==> config.mk <==
export PLATFORM = sky130hd
export DESIGN_NAME = uart_tx_stream
export DESIGN_NICKNAME = d
export VERILOG_FILES = /design/src/rtl/uart_pkg.sv /design/src/rtl/sync_fifo.sv /design/src/rtl/uart_tx_stream.sv
export SDC_FILE = /design/constraint.sdc
export NUM_CORES = 1
export LEC_CHECK = 0
export ABC_AREA = 1
export CAP_MARGIN = 0
export CORE_MARGIN = 5
export CORE_UTILIZATION = 55
export DETAILED_ROUTE_END_ITERATION = 8
export PLACE_DENSITY = 0.72
export SLEW_MARGIN = 20
export SYNTH_ARGS = -nofsm -noshare
export SYNTH_HDL_FRONTEND = slang
export SYNTH_HIERARCHICAL = 1
export SYNTH_SLANG_ARGS = --single-unit
export TNS_END_PERCENT = 100
==> constraint.sdc <==
create_clock -name clk -period 3.5 [get_ports clk]
set_input_delay 1.05 -clock clk [delete_from_list [all_inputs] [get_ports clk]]
set_output_delay 1.05 -clock clk [all_outputs]
set_load 0.01 [all_outputs]
==> src/rtl/uart_pkg.sv <==
// Shared types and helpers for the streaming UART transmitter.
//   parity_e   : parity mode selector for the transmitter
//   tx_state_e : transmitter FSM state encoding
//   baud_div   : rounded clock cycles per line bit
package uart_pkg;

  typedef enum logic [1:0] {
    PAR_NONE = 2'd0,
    PAR_ODD  = 2'd1,
    PAR_EVEN = 2'd2
  } parity_e;

  typedef enum logic [2:0] {
    S_IDLE   = 3'd0,
    S_START  = 3'd1,
    S_DATA   = 3'd2,
    S_PARITY = 3'd3,
    S_STOP   = 3'd4
  } tx_state_e;

  // Round to nearest so that the bit period error stays within half a cycle.
  function automatic int baud_div(input int clk_freq, input int baud);
    return (clk_freq + baud / 2) / baud;
  endfunction

endpackage

==> src/rtl/sync_fifo.sv <==
// Synchronous FIFO with registered status flags.
//   clk     : clock, rising edge
//   rst     : synchronous reset, active-low
//   push_i  : write wdata_i (ignored while full_o)
//   pop_i   : consume the head word (ignored while empty_o)
//   wdata_i : word to store
//   rdata_o : head word, valid while empty_o is 0
//   full_o  : DEPTH words held
//   empty_o : no words held
//   level_o : current occupancy
module sync_fifo #(
  parameter int WIDTH = 8,
  parameter int DEPTH = 16
) (
  input  logic                     clk,
  input  logic                     rst,
  input  logic                     push_i,
  input  logic                     pop_i,
  input  logic [WIDTH-1:0]         wdata_i,
  output logic [WIDTH-1:0]         rdata_o,
  output logic                     full_o,
  output logic                     empty_o,
  output logic [$clog2(DEPTH):0]   level_o
);

  localparam int AW    = $clog2(DEPTH);
  localparam int LVL_W = AW + 1;

  logic [WIDTH-1:0] mem_q [DEPTH];
  logic [AW-1:0]    wr_ptr_q, rd_ptr_q;
  logic [LVL_W-1:0] level_q, level_d;
  logic             full_q, empty_q;
  logic             do_push, do_pop;

  // Qualify against the registered flags so a push into a full FIFO is
  // dropped even when a pop happens on the same edge.
  assign do_push = push_i & ~full_q;
  assign do_pop  = pop_i & ~empty_q;

  assign level_d = level_q + {{AW{1'b0}}, do_push} - {{AW{1'b0}}, do_pop};

  always_ff @(posedge clk) begin
    if (!rst) begin
      wr_ptr_q <= '0;
      rd_ptr_q <= '0;
      level_q  <= '0;
      full_q   <= 1'b0;
      empty_q  <= 1'b1;
    end else begin
      if (do_push) wr_ptr_q <= wr_ptr_q + 1'b1;
      if (do_pop)  rd_ptr_q <= rd_ptr_q + 1'b1;
      level_q <= level_d;
      full_q  <= (level_d == LVL_W'(DEPTH));
      empty_q <= (level_d == '0);
    end
  end

  // Storage needs no reset; the pointers define what is valid.
  always_ff @(posedge clk) begin
    if (rst && do_push) mem_q[wr_ptr_q] <= wdata_i;
  end

  assign rdata_o = mem_q[rd_ptr_q];
  assign full_o  = full_q;
  assign empty_o = empty_q;
  assign level_o = level_q;

endmodule

==> src/rtl/uart_tx_stream.sv <==
// FIFO-fed UART transmitter.
//   clk       : clock, rising edge
//   rst       : synchronous reset, active-low
//   push_back : queue data_in
//   data_in   : word to queue
//   full      : FIFO holds DEPTH words
//   empty     : FIFO holds no words
//   level     : FIFO occupancy
//   tx        : serial line, idle high
//   busy      : a frame is on the line
//   error     : sticky overflow (push while full)
//
// state    | meaning
// ---------+--------------------------------------------
// S_IDLE   | line idle, waiting for a queued word
// S_START  | start bit (0)
// S_DATA   | data bits, LSB first
// S_PARITY | parity bit (never entered for PAR_NONE)
// S_STOP   | stop bit(s) (1)
module uart_tx_stream
  import uart_pkg::*;
#(
  parameter int      CLK_FREQ  = 12_000_000,
  parameter int      BAUD      = 9_600,
  parameter int      DATA_BITS = 8,
  parameter int      DEPTH     = 16,
  parameter parity_e PARITY    = PAR_NONE,
  parameter int      STOP_BITS = 1
) (
  input  logic                   clk,
  input  logic                   rst,
  input  logic                   push_back,
  input  logic [DATA_BITS-1:0]   data_in,
  output logic                   full,
  output logic                   empty,
  output logic [$clog2(DEPTH):0] level,
  output logic                   tx,
  output logic                   busy,
  output logic                   error
);

  localparam int DIV   = baud_div(CLK_FREQ, BAUD);
  localparam int CNT_W = (DIV > 1) ? $clog2(DIV) : 1;
  localparam int BIT_W = $clog2(DATA_BITS);

  localparam logic [CNT_W-1:0] CNT_RELOAD = CNT_W'(DIV - 1);
  localparam logic [BIT_W-1:0] LAST_DATA  = BIT_W'(DATA_BITS - 1);
  localparam logic             LAST_STOP  = (STOP_BITS == 2);

  tx_state_e            state_q, state_d;
  logic [CNT_W-1:0]     baud_cnt_q;
  logic [BIT_W-1:0]     bit_cnt_q;
  logic                 stop_cnt_q;
  logic [DATA_BITS-1:0] shift_q;
  logic                 parity_q;
  logic                 tx_q, tx_d;
  logic                 busy_q, busy_d;
  logic                 error_q;
  logic                 pop;
  logic                 bit_done;
  logic [DATA_BITS-1:0] fifo_rdata;

  sync_fifo #(
    .WIDTH (DATA_BITS),
    .DEPTH (DEPTH)
  ) u_fifo (
    .clk     (clk),
    .rst     (rst),
    .push_i  (push_back),
    .pop_i   (pop),
    .wdata_i (data_in),
    .rdata_o (fifo_rdata),
    .full_o  (full),
    .empty_o (empty),
    .level_o (level)
  );

  assign bit_done = (baud_cnt_q == '0);

  always_ff @(posedge clk) begin
    if (!rst) state_q <= S_IDLE;
    else      state_q <= state_d;
  end

  // The pop is issued where a frame is launched, so the end of the last
  // stop bit chains straight into the next start bit.
  always_comb begin
    state_d = state_q;
    pop     = 1'b0;
    case (state_q)
      S_IDLE: begin
        if (!empty) begin
          pop     = 1'b1;
          state_d = S_START;
        end
      end
      S_START: begin
        if (bit_done) state_d = S_DATA;
      end
      S_DATA: begin
        if (bit_done && bit_cnt_q == LAST_DATA)
          state_d = (PARITY == PAR_NONE) ? S_STOP : S_PARITY;
      end
      S_PARITY: begin
        if (bit_done) state_d = S_STOP;
      end
      S_STOP: begin
        if (bit_done && stop_cnt_q == LAST_STOP) begin
          if (!empty) begin
            pop     = 1'b1;
            state_d = S_START;
          end else begin
            state_d = S_IDLE;
          end
        end
      end
      default: state_d = S_IDLE;
    endcase
  end

  always_comb begin
    tx_d   = 1'b1;
    busy_d = (state_q != S_IDLE);
    case (state_q)
      S_START:  tx_d = 1'b0;
      S_DATA:   tx_d = shift_q[0];
      S_PARITY: tx_d = parity_q;
      default:  tx_d = 1'b1;
    endcase
  end

  // tx and busy are registered, so the line trails the state by one cycle
  // uniformly and every bit still lasts exactly DIV cycles.
  always_ff @(posedge clk) begin
    if (!rst) begin
      tx_q   <= 1'b1;
      busy_q <= 1'b0;
    end else begin
      tx_q   <= tx_d;
      busy_q <= busy_d;
    end
  end

  always_ff @(posedge clk) begin
    if (!rst) begin
      baud_cnt_q <= '0;
      bit_cnt_q  <= '0;
      stop_cnt_q <= 1'b0;
      shift_q    <= '0;
      parity_q   <= 1'b0;
    end else if (pop) begin
      shift_q    <= fifo_rdata;
      parity_q   <= (PARITY == PAR_ODD) ? ~(^fifo_rdata) : (^fifo_rdata);
      baud_cnt_q <= CNT_RELOAD;
      bit_cnt_q  <= '0;
      stop_cnt_q <= 1'b0;
    end else if (state_q != S_IDLE) begin
      if (bit_done) begin
        baud_cnt_q <= CNT_RELOAD;
        if (state_q == S_DATA) begin
          shift_q   <= shift_q >> 1;
          bit_cnt_q <= bit_cnt_q + 1'b1;
        end
        if (state_q == S_STOP) stop_cnt_q <= stop_cnt_q + 1'b1;
      end else begin
        baud_cnt_q <= baud_cnt_q - 1'b1;
      end
    end
  end

  always_ff @(posedge clk) begin
    if (!rst)                   error_q <= 1'b0;
    else if (push_back && full) error_q <= 1'b1;
  end

  assign tx    = tx_q;
  assign busy  = busy_q;
  assign error = error_q;

endmodule

==> metrics.txt <==
core box area=approximately 14000 um2; share of the synthesized area in the top cell type=47.44%; Max Transition Viols Final=0; CTS Buf Count=17; Setup Viol. Count Final=0; delay-heaviest family, CP=simple AND/OR/NAND/NOR gates; GP Congestion=just over 0.8; crit end category=flip-flop; starting DRC count in detailed routing=about 410; Starting Density=a little under three fifths; clock skew=between 9 and 10 ps; Synth Net Count=between 900 and 1000; hold path depth=2; ratio of final minimum period to clock period=90.27%; Seq. cell area=roughly 4800 um2; synth top area cells=edfxtp_1, dfxtp_1, nand2_1, nand3_1, inv_1; Netlist cell types=30; leakage=between 3 and 4 nW; most area-hungry cell type in the Yosys netlist=edfxtp_1; most frequent cells in the layout=nand2_1, inv_1, nand3_1; via/cell ratio=a little over 5; Clock transition at path regs=around 70 ps; H-tree levels=4; worst-skew pair later-pin latency=420 ps; Seq/Total Area, Yosys=59.55%; number of synthesized register bits=177; # fillers=between 1000 and 1500; startpoint type of the worst setup path=flip-flop; vias in the first global route=about 5200; clock tree buffer depth=2; post-route ant nets=0; Die Span X=131.4 um; Worst Path Max Fanout=7; Mapped Area=between 8000 and 9000 um2; Worst path max stage delay=about 390 ps; commonest non-fill, non-tap cell in the layout=nand2_1; CP dominant cell by count=inv_1; Detail Placement HPWL=about 11000 um; gr usage total=19.90%; Power Density=~750 nW/um2; slew margin rel.=approximately half; Max Freq=approximately 0.32 GHz; final hold viol count=0; worst r2r dst=u_fifo/empty_o; CP Buf/Inv Count=6; worst endpoint required time=3810 ps; DIE AREA=about 17000 um2; worst hold path class=flip-flop to flip-flop; # resized after CTS=0; routed wire length=~17000 um; Synth Area per Inst=slightly above 9 um2; Crit path arrival time=between 3000 and 4000 ps; IO Count=21; Final nets=939; GR Overflow Total=0; drt pass-1 iters=5; Worst R2R Start=baud_cnt_q[0]; Worst-Margin Slew=~740 ps; port bufs=20; Hold Path Origin=bit_cnt_q[1]; WL/cell=between 15 and 20 um; setup_tns=0 ps; Max-cap violations=0; row count=44; unrepaired setup endpoints after global routing=false; crit path launch=baud_cnt_q[0]; Worst Reg2Reg Path Length in Cells=22; IR drop worst, VDD=0.4273 mV; Crit-path slowest cell=fa_1; TritonCTS clock tree=done; first-pass GRT wire length=27080 um; initial antenna violation count=0; # diodes=0; status=finished clean; r2r setup slk=340 ps; Mapped Cells=roughly 900; yosys warns=6; TritonCTS Sinks=about 180; Hold Path Sink=bit_cnt_q[1]; number of remaining DRC errors=0; clock root cell=clkbuf_16; largest net degree at the start of global routing=between 60 and 70; Post-CTS Setup Bufs=0; critical-path cell list=inv_1, ha_1, nand3_2, nor2_4, nand3_2, nand2_4, nand2_4, inv_1, inv_1, nor2_2, inv_1, nor2_1, inv_1, nand2_1, ha_1, inv_1, fa_1, nand3b_1, nand3_1, nand2_1, nand3_1, nand2_1; post-layout util=62.51%; worst setup path category=flip-flop to flip-flop; area of the multi-input gates=roughly 2500 um2; post-route minimum period=~3200 ps; fraction of layout cells with a size suffix above 1=a little under 8%; Area growth syn-to-layout=11.72%; hold_buf cts=0; Vias=~5800; die height=131.4 um
[sequential cells by signal (all words and copies together) (netlist names), 3 cells and up, named ones only]
| name | cells |
|---|---|
| u_fifo/wr_ptr_q | 4 |
| shift_q | 8 |
| u_fifo/mem_q | 128 |
| bit_cnt_q | 3 |
| u_fifo/level_o | 5 |
| baud_cnt_q | 11 |
| state_q | 3 |
| u_fifo/rd_ptr_q | 4 |
[stage by stage]
stage	std cells	total power, mW	hold WS [ps]	setup WS [ps]	instance area, um2
detailed placement	1080	5.068	460.9	227.2	8509
finish	1111	6.761	468.5	340.5	9051
global placement	1080	5.018	455.9	255.2	8509
global route	1111	7.271	483.4	43.36	9051
CTS	1111	6.794	471.9	336.0	9051
floorplan	884	4.508	425.0	671.9	8102
[tightest hold or removal path, stage by stage (launching register included)]
cell     delay (ps)
dfxtp_1         320
nand2_1          60
a21oi_1          50
[report_power, final]
group          leakage [nW]  internal, mW  switching [mW]
combinational          2.08         0.859            1.59
clock                 0.250         0.973           0.758
sequential             1.56          2.44           0.133
total                  3.89          4.28            2.49
[synth_stat cells, drive strengths merged]
cell,number
a21oi,24
a31oi,1
buf,29
clkbuf,1
dfxtp,49
edfxtp,128
fa,1
ha,12
inv,151
nand2,246
nand3,133
nand3b,7
nand4,6
nor2,68
nor3,5
o21ai,9
o31ai,1
xnor2,7
xor2,6
[how the worst max path moves through the flow]
stage / cells after the start / slack [ps] / endpoint
after global placement: 14 / 260 / u_fifo/empty_o
after floorplan: 22 / 670 / u_fifo/empty_o
after global routing: 21 / 40 / u_fifo/full_o
final: 22 / 340 / u_fifo/empty_o
after CTS: 22 / 340 / u_fifo/empty_o
after detailed placement: 14 / 230 / u_fifo/empty_o
[layer usage]
metal | share of wire [%] | global-route usage, %
met4 | 1.9 | 6.857
met3 | 7.6 | 5.084
met5 | 0 | 0
met1 | 44 | 26.88
met2 | 47 | 31.52
[cells by family (layout without fill, tap and decap cells)]
logic type | after synthesis | in the layout | share of synthesized area [%]
simple gates | 465 | 465 | 25.07
buf+inv | 181 | 224 | 9.483
fa+ha+maj | 13 | 13 | 2.100
compound gates | 35 | 35 | 2.394
xor+xnor | 13 | 13 | 1.405
flops | 177 | 177 | 59.55
[layout make-up]
cell class                 count  area share (%)
sequential                   177           53.32
multi-input combinational    526           27.72
inverter                     151           6.262
clock buffer                  18           4.742
timing repair buffer          42           4.175
tap                          184           2.544
clock inverter                13           1.244
Power figures use the tool's default switching activity.
